`src/rtl/zl_rs_encoder_pkg.sv`:
```
// Shared DVB-S outer-coder constants, state encoding and GF(2^8) helpers.
// Replaces the legacy zl_dvb_defs.v include for this block.
package zl_rs_encoder_pkg;

  localparam int unsigned BYTE_W     = 8;
  localparam int unsigned CNT_W      = 8;
  localparam int unsigned DATA_LEN   = 188;
  localparam int unsigned PARITY_LEN = 16;

  localparam logic [BYTE_W-1:0] SYNC_BYTE     = 8'h47;
  localparam logic [BYTE_W-1:0] SYNC_BYTE_INV = 8'hB8;
  // Low byte of the field polynomial x^8+x^4+x^3+x^2+1
  localparam logic [BYTE_W-1:0] GF_POLY       = 8'h1D;

  // Generator coefficients g15..g0 (g16 = 1 is implicit)
  localparam logic [PARITY_LEN-1:0][BYTE_W-1:0] G_COEF = {
    8'd59, 8'd13, 8'd104, 8'd189, 8'd68, 8'd209, 8'd30, 8'd8,
    8'd163, 8'd65, 8'd41, 8'd229, 8'd98, 8'd50, 8'd36, 8'd59
  };

  typedef enum logic [1:0] {
    S_MSG    = 2'd0,
    S_PARITY = 2'd1,
    S_HUNT   = 2'd2
  } state_e;

  // Multiply by a (0x02) modulo the field polynomial
  function automatic logic [BYTE_W-1:0] gf_xtime(input logic [BYTE_W-1:0] a);
    return {a[BYTE_W-2:0], 1'b0} ^ (a[BYTE_W-1] ? GF_POLY : BYTE_W'(0));
  endfunction

  function automatic logic is_sync(input logic [BYTE_W-1:0] b);
    return (b == SYNC_BYTE) || (b == SYNC_BYTE_INV);
  endfunction

endpackage

```
`src/rtl/zl_gf_const_mul.sv`:
```
// Constant GF(2^8) multiplier: xor of the shifted-and-reduced input copies
// selected by the set bits of COEF.
module zl_gf_const_mul
  import zl_rs_encoder_pkg::*;
#(
  parameter logic [BYTE_W-1:0] COEF = 8'h01
) (
  input  logic [BYTE_W-1:0] data_in,
  output logic [BYTE_W-1:0] data_out
);

  logic [BYTE_W-1:0] term;

  always_comb begin
    data_out = '0;
    term     = data_in;
    for (int k = 0; k < int'(BYTE_W); k++) begin
      if (COEF[k]) begin
        data_out = data_out ^ term;
      end
      term = gf_xtime(term);
    end
  end

endmodule

```
`src/rtl/zl_rs_encoder.sv`:
```
// Systematic RS(204,188,t=8) encoder: 188 message bytes pass through, then 16 parity bytes.
// Optional sync hunting on byte 0 is enabled by ZL_RS_ENCODER_SYNC_CHECK_EN.
module zl_rs_encoder
  import zl_rs_encoder_pkg::*;
(
  input  logic              clk,
  input  logic              rst_n,
  input  logic              data_in_req,
  output logic              data_in_ack,
  input  logic [BYTE_W-1:0] data_in,
  output logic              data_out_req,
  input  logic              data_out_ack,
  output logic [BYTE_W-1:0] data_out
);

`ifdef ZL_RS_ENCODER_SYNC_CHECK_EN
  localparam state_e RESET_STATE = S_HUNT;
`else
  localparam state_e RESET_STATE = S_MSG;
`endif

  localparam logic [CNT_W-1:0] MSG_LAST    = CNT_W'(DATA_LEN - 1);
  localparam logic [CNT_W-1:0] PARITY_LAST = CNT_W'(PARITY_LEN - 1);

  state_e            state_q, state_d;
  logic [CNT_W-1:0]  count_q, count_d;
  logic [BYTE_W-1:0] p_q [PARITY_LEN];
  logic [BYTE_W-1:0] p_d [PARITY_LEN];

  logic [BYTE_W-1:0] fb_c;
  logic [BYTE_W-1:0] gprod_c [PARITY_LEN];
  logic              drop_c;
  logic              msg_xfer_c;

  assign fb_c = data_in ^ p_q[PARITY_LEN-1];

  // Feedback byte times each generator coefficient
  for (genvar gi = 0; gi < int'(PARITY_LEN); gi++) begin : g_mul
    zl_gf_const_mul #(
      .COEF (G_COEF[gi])
    ) u_mul (
      .data_in  (fb_c),
      .data_out (gprod_c[gi])
    );
  end

  // A non-sync byte 0 is dropped instead of starting a packet
`ifdef ZL_RS_ENCODER_SYNC_CHECK_EN
  logic sync_c;
  assign sync_c = is_sync(data_in);
  assign drop_c = (count_q == '0) && !sync_c;
`else
  assign drop_c = 1'b0;
`endif

  always_comb begin
    state_d      = state_q;
    count_d      = count_q;
    p_d          = p_q;
    data_in_ack  = 1'b0;
    data_out_req = 1'b0;
    data_out     = data_in;
    msg_xfer_c   = 1'b0;

    case (state_q)
      S_MSG: begin
        if (drop_c) begin
          data_in_ack = data_in_req;
          if (data_in_req) begin
            state_d = S_HUNT;
          end
        end else begin
          data_out_req = data_in_req;
          data_in_ack  = data_in_req && data_out_ack;
          msg_xfer_c   = data_in_req && data_out_ack;
        end
      end

      S_PARITY: begin
        data_out_req = 1'b1;
        data_out     = p_q[PARITY_LEN-1];
        if (data_out_ack) begin
          for (int i = int'(PARITY_LEN) - 1; i > 0; i--) begin
            p_d[i] = p_q[i-1];
          end
          p_d[0] = '0;
          if (count_q == PARITY_LAST) begin
            count_d = '0;
            state_d = S_MSG;
            for (int i = 0; i < int'(PARITY_LEN); i++) begin
              p_d[i] = '0;
            end
          end else begin
            count_d = count_q + CNT_W'(1);
          end
        end
      end

`ifdef ZL_RS_ENCODER_SYNC_CHECK_EN
      S_HUNT: begin
        data_out_req = data_in_req && sync_c;
        data_in_ack  = data_in_req && (!sync_c || data_out_ack);
        msg_xfer_c   = data_in_req && sync_c && data_out_ack;
      end
`endif

      default: begin
        state_d = S_MSG;
      end
    endcase

    // LFSR division step for an accepted message byte
    if (msg_xfer_c) begin
      p_d[0] = gprod_c[0];
      for (int i = 1; i < int'(PARITY_LEN); i++) begin
        p_d[i] = p_q[i-1] ^ gprod_c[i];
      end
      if (count_q == MSG_LAST) begin
        count_d = '0;
        state_d = S_PARITY;
      end else begin
        count_d = count_q + CNT_W'(1);
        state_d = S_MSG;
      end
    end
  end

  always_ff @(posedge clk or negedge rst_n) begin
    if (!rst_n) begin
      state_q <= RESET_STATE;
      count_q <= '0;
      for (int i = 0; i < int'(PARITY_LEN); i++) begin
        p_q[i] <= '0;
      end
    end else begin
      state_q <= state_d;
      count_q <= count_d;
      p_q     <= p_d;
    end
  end

endmodule

```
`config.mk`:
```
export PLATFORM = sky130hd
export DESIGN_NAME = zl_rs_encoder
export DESIGN_NICKNAME = d
export VERILOG_FILES = /design/src/rtl/zl_rs_encoder_pkg.sv /design/src/rtl/zl_gf_const_mul.sv /design/src/rtl/zl_rs_encoder.sv
export SDC_FILE = /design/constraint.sdc
export NUM_CORES = 1
export LEC_CHECK = 0
export CAP_MARGIN = 20
export CORE_MARGIN = 5
export CORE_UTILIZATION = 50
export CTS_BUF_LIST = sky130_fd_sc_hd__clkbuf_16
export DETAILED_ROUTE_END_ITERATION = 16
export PLACE_DENSITY = 0.67
export SKIP_LAST_GASP = 1
export SYNTH_ARGS = -nofsm -noshare
export SYNTH_HDL_FRONTEND = slang
export SYNTH_SLANG_ARGS = --single-unit
```
`constraint.sdc`:
```
create_clock -name clk -period 3 [get_ports clk]
set_input_delay 0.6 -clock clk [delete_from_list [all_inputs] [get_ports clk]]
set_output_delay 0.6 -clock clk [all_outputs]
set_load 0.1 [all_outputs]
```
Yosys cells after proc, flatten, opt, wreduce, memory -nomap -nowiden:

Index checks and enable logic that the tools add are counted.

* output and inout port bits: 10
* register bits after elaboration: 138

* mux-type cells: 24
* reduce and logical (&&, ||, !) cells: 6
* $add $sub $neg: 1
* equal/unequal tests: 6
* bitwise logic cells: 54

Operators by type and width (number)
* XOR 8 bit: 53
* 2-to-1 mux 128 bit: 3
* 2-to-1 mux 120 bit: 1
* 2-to-1 mux 8 bit: 6
* 2-to-1 mux 5 bit: 7
* adder 8 x 1 -> 8 bit, second input constant: 1
* == test 8 x 4 -> 1 bit, second input constant: 1
* == test 8 bit, second input constant: 1
* XOR 8 x 5 -> 8 bit: 1
* 2-to-1 mux 2 bit: 3
* inequality test 3 bit, second input constant: 2
* one-hot mux 2 bit (2 select lines): 1
* nonzero test 2 bit: 2
* AND reduction 3 bit: 1
* == test 2 x 1 -> 1 bit, second input constant: 1
* zero test 2 bit: 1
* 2-to-1 mux 1 bit: 2
* inequality test 2 bit, second input constant: 1
* one-hot mux 1 bit (2 select lines): 1
* AND reduction 2 bit: 1
* logical AND 1 bit: 1

Depth between registers and ports, before layout:

* word-level depth: 18
* depth in mapped cells: 10
* depth with buffers taken out: 7

By module:

Synthesis repeated with hierarchy kept, for this count alone.

* cells, all modules: 1109
* area total of the unflattened synthesis: 10332.4 sq um

Modules (own cells, without submodules)
* zl_rs_encoder: sequential area each 3428.3 sq um, cells each 875, times used 1, area each 7442.1 sq um
* zl_gf_const_mul (g_mul[0].u_mul ...): sequential area each 0.0 sq um, cells each 15, times used 2, area each 180.2 sq um
* zl_gf_const_mul (g_mul[4].u_mul): sequential area each 0.0 sq um, cells each 14, times used 1, area each 276.5 sq um
* zl_gf_const_mul (g_mul[10].u_mul): sequential area each 0.0 sq um, cells each 17, times used 1, area each 261.5 sq um
* zl_gf_const_mul (g_mul[9].u_mul): sequential area each 0.0 sq um, cells each 16, times used 1, area each 226.5 sq um
* zl_gf_const_mul (g_mul[12].u_mul): sequential area each 0.0 sq um, cells each 16, times used 1, area each 221.5 sq um
* zl_gf_const_mul (g_mul[7].u_mul): sequential area each 0.0 sq um, cells each 14, times used 1, area each 210.2 sq um
* zl_gf_const_mul (g_mul[1].u_mul): sequential area each 0.0 sq um, cells each 14, times used 1, area each 186.4 sq um
* zl_gf_const_mul (g_mul[13].u_mul): sequential area each 0.0 sq um, cells each 17, times used 1, area each 185.2 sq um
* zl_gf_const_mul (g_mul[14].u_mul): sequential area each 0.0 sq um, cells each 16, times used 1, area each 175.2 sq um
* zl_gf_const_mul (g_mul[3].u_mul): sequential area each 0.0 sq um, cells each 15, times used 1, area each 170.2 sq um
* zl_gf_const_mul (g_mul[11].u_mul): sequential area each 0.0 sq um, cells each 14, times used 1, area each 138.9 sq um
* zl_gf_const_mul (g_mul[5].u_mul): sequential area each 0.0 sq um, cells each 15, times used 1, area each 138.9 sq um
* zl_gf_const_mul (g_mul[2].u_mul): sequential area each 0.0 sq um, cells each 12, times used 1, area each 132.6 sq um
* +2 rows

Worst setup path before layout:

Ideal clock, no wire load.

* path kind: register to output
* start: register state_q[0]
* end: output data_in_ack
* cell stages (with the launch flop): 7
* slack: 0.128 ns
* arrival: 2.272 ns
* data required time: 2.400 ns
* path through: dfrtp_1 clkbuf_1 nand3b_1 clkbuf_1 inv_1 clkbuf_1 clkbuf_1

* cells in the longest elaborated chain, start to end: 2

RTL lines
* start: declaration: line zl_rs_encoder.sv:25 `state_e state_q, state_d;`
* start signal: assignment: line zl_rs_encoder.sv:136 `state_q <= state_d;`
* zero test 2 bit: line zl_rs_encoder.sv:65 `case (state_q)`
* 2-to-1 mux 1 bit: line zl_rs_encoder.sv:65
* end: declaration: line zl_rs_encoder.sv:9 `output logic data_in_ack,`

No other way between the ends.

Worst setup path after layout:

* start: input data_in[6]
* end: register p_q[118] (netlist bit)

* cells in the longest elaborated chain, start to end: 10

RTL lines
* start: declaration: line zl_rs_encoder.sv:10 `input logic [BYTE_W-1:0] data_in,`
* XOR 8 bit: line zl_rs_encoder.sv:35 `assign fb_c = data_in ^ p_q[PARITY_LEN-1];`
* XOR 8 bit: line zl_rs_encoder_pkg.sv:29 `return {a[BYTE_W-2:0], 1'b0} ^ (a[BYTE_W-1] ? GF_POLY : BYTE_W'(0));`
* 2-to-1 mux 5 bit: line zl_rs_encoder_pkg.sv:29
* XOR 8 bit (4 in series): line zl_rs_encoder_pkg.sv:29
* XOR 8 bit: line zl_gf_const_mul.sv:19 `data_out = data_out ^ term;`
* XOR 8 bit: line zl_rs_encoder.sv:116 `p_d[i] = p_q[i-1] ^ gprod_c[i];`
* 2-to-1 mux 128 bit: line zl_rs_encoder.sv:113 `if (msg_xfer_c) begin`
* end signal: assignment: line zl_rs_encoder.sv:138 `p_q <= p_d;`
* end: declaration: line zl_rs_encoder.sv:27 `logic [BYTE_W-1:0] p_q [PARITY_LEN];`

No other way between the ends.
A chain may end at the register's enable or synchronous reset.

==> results by group <==
STA
  – Final setup fails: 0
  – Setup TNS: 0 ns
  – Tcrit/Tclk final: between 90 and 100%
  – Worst-Margin Slew: 1.09 ns
  – Skew final: just over 0.007 ns
  – Final-report max-slew violation count: 0
  – Slew HR: 27.4%
  – RSZ-0062 raised after global routing: no
  – PnR worst setup slack: 0.220 ns
  – Final Critical Period: 2.78 ns
  – Max Fclk: 360 MHz
  – Hold Fails Final Rpt: 0

GRT
  – Overflow after GRT: 0
  – Vias in the first global route: 6295
  – First-pass GRT wire length: 35300 um
  – Largest net degree at the start of global routing: between 100 and 150
  – Initial antenna violation count: 0
  – Tot GR Track Use: 24.7%

Synth
  – Post-synthesis net count: approximately 840
  – Post-synth EDFFs: 0
  – Synthesized flop and latch total: 137
  – Dominant synthesized flop cell: dfrtp_1
  – Cells after synthesis: 822
  – Netlist Area Pre-Place: 0.00812 mm2
  – Synthesized area per cell: 9.88 um2
  – Synth Warn #: 0
  – Async S/R FF share, synth: 100%
  – Post-synthesis cell type count: 52
  – Register area share after synthesis: 42.2%

Final layout
  – Post-layout nets: 895
  – Final core occ: around three fifths
  – Non-Filler Instances: 1111
  – Area grow syn2layout: 20.2%
  – Finished Cell Area: a little under 0.01 mm2
  – Antenna Cells: 0
  – Layout cell share with drive strength beyond 1: around 16%
  – Layout fillers: roughly 1300

Floorplanning
  – Total Die Area: ~0.019 mm2
  – Initial core utilization: between 50% and 60%
  – Row cnt: 46
  – Core Box Area: between 0.015 and 0.02 mm2
  – Die width: ~140 um
  – DIE HEIGHT: 137 um
  – Ports: 22

Detailed routing
  – Iter 0 DRT Violations: 587
  – Wire per inst: around 20 um
  – Post-route DRC: 0
  – Via count: about 6400
  – DR vias/cell: about 5.8
  – Detailed Routing Iterations Pass 1: 5
  – DRT antenna net count: 0
  – Final WL: 22000 um

Clocking
  – CTS max path bufs: 2
  – CTS clk-pin slew, worst paths: ~0.06 ns
  – Clk_lat worst skew: between 0.4 and 0.5 ns
  – Clock Sink Count: 137
  – CTS H-tree lvls: 4
  – Clock root buffer master: clkbuf_16
  – TritonCTS clock tree: done
  – CTS buffer count: 17
  – Cts hold-fix bufs: 0
  – Post-CTS Resized: 0
  – Setup bufs post-CTS: 0

Run
  – Max-Cap Viols: 0

Placement
  – Post-DP HPWL: around 15000 um
  – IO Port Bufs: 21
  – Setup WS pre-CTS: -0.155 ns
  – Routability cong.: between 0.8 and 0.9
  – Post-placement cell count: approximately 1100
  – Area post-placement: slightly above 0.009 mm2

Power
  – Pwr per Cell Area: between 1000 and 1500 mW/mm2
  – Pleak: roughly 4.2 nW
  – Peak supply drop: roughly 0.00068 V

Critical path
  – Element type at the critical path end: flop
  – Worst EP arrival: slightly above 3 ns
  – Crit Path Max Fanout: 8
  – WP data required: roughly 3.3 ns
  – CP Launch Type: input port
  – Crit Path Class: input port to flop

Status
  – Status: finished clean

Min path
  – Hold WC Path Type: input port to asynchronous set/reset pin
## metal layers
layer  vias up  wire [um]  track usage [%]
met4         0        469             7.98
met3        36       1230             4.64
met5         -          0                0
met1      3216       9770             34.3
met2       218      10500             39.3
li1       2976          -                -
## worst max-delay path: stages
cell             delay (ns)
clkdlybuf4s50_1        0.49
xnor2_2                0.64
xnor2_1                0.23
xnor2_1                0.48
buf_4                  0.20
xnor2_1                0.08
o211ai_1               0.17
o311ai_0               0.16
## area by class of cell
| type | instances | area, um2 | area share, % |
|---|---|---|---|
| Multi-Input combinational cell | 631 | 4510 | 46.2 |
| Sequential cell | 137 | 3430 | 35.1 |
| Timing Repair Buffer | 92 | 907 | 9.29 |
| Clock buffer | 17 | 425 | 4.36 |
| Tap cell | 216 | 270 | 2.77 |
| Clock inverter | 15 | 210 | 2.15 |
| Inverter | 3 | 11.3 | 0.115 |
## worst paths after layout
path                                 start       end  slack [ns]  cells after the start
worst max register to register      p_q[6]  p_q[118]        0.43                      7
max in group asynchronous            rst_n   p_q[26]        2.01                      2
min in group clk                   p_q[14]   p_q[14]        0.50                      2
worst min register to register     p_q[14]   p_q[14]        0.50                      2
worst min-delay path                 rst_n   p_q[78]        0.20                      1
worst max-delay path            data_in[6]  p_q[118]        0.22                      8
## state kept, by name, summed over array words and instances, names as in the netlist
| signal | count |
|---|---|
| state_q | 1 |
| p_q | 128 |
| count_q | 8 |
## metrics by stage
| stage | hold slack, ns | total power [W] |
|---|---|---|
| after detailed placement | 0.492 | 0.0122 |
| after global routing | 0.250 | 0.0155 |
| after global placement | 0.477 | 0.0120 |
| final | 0.200 | 0.0146 |
| after CTS | 0.225 | 0.0146 |
| after floorplan | 0.304 | 0.00945 |
## cells in the final DEF, fill, tap and decap left out, types with 3 or more instances in the layout
cell	count
xnor3_1	12
and3_1	3
a221o_1	5
bufinv_16	5
xor2_1	17
a21oi_1	17
and2_1	4
o211a_1	6
nor3_1	12
xnor2_1	143
a31oi_1	4
xnor3_2	3
nand4_1	4
a21o_1	5
o21a_1	3
nand2_1	119
o311ai_0	26
xnor2_2	12
a211o_1	6
nand3_1	15
buf_4	66
buf_12	15
inv_1	6
clkbuf_16	17
nor4_1	3
clkdlybuf4s50_1	10
or3_1	6
o21ai_0	64
clkinv_4	3
mux2_2	9
xnor2_4	6
nand3b_1	3
dfrtp_1	137
nor2_1	68
o211ai_1	26
## where the power goes
part | total, W | internal [W] | switching [W]
combinational | 0.00881 | 0.00432 | 0.00449
sequential | 0.00353 | 0.00271 | 0.000814
clock | 0.00229 | 0.00146 | 0.000829
total | 0.0146 | 0.00850 | 0.00613
## synthesized netlist by cell type, drive strengths merged, types with 9 or more instances
| master | instances | share of area (%) |
|---|---|---|
| o211ai | 26 | 2.4 |
| buf | 9 | 0.51 |
| nand2 | 121 | 5.6 |
| nor2 | 68 | 3.1 |
| xnor2 | 161 | 20 |
| nor3 | 12 | 0.74 |
| mux2 | 9 | 1.2 |
| clkbuf | 42 | 1.9 |
| xnor3 | 15 | 4.2 |
| dfrtp | 137 | 42 |
| o311ai | 27 | 2.9 |
| xor2 | 17 | 1.8 |
| nand3 | 15 | 0.92 |
| o21ai | 65 | 4.0 |
| a21oi | 18 | 1.1 |
## cell families (layout without fill, tap and decap cells)
family	count (synthesis)	count (layout)	synth area share, %
muxes	11	11	1.49
xor gates and xnor gates	193	193	25.8
adders and majority gates	1	1	0.154
buffers and inverters	54	127	2.59
AOI/OAI and AO/OA	174	174	14.4
and+or+nand+nor	252	252	13.4
DFF	137	137	42.2
Note: power is estimated with default switching activity, not from simulation.
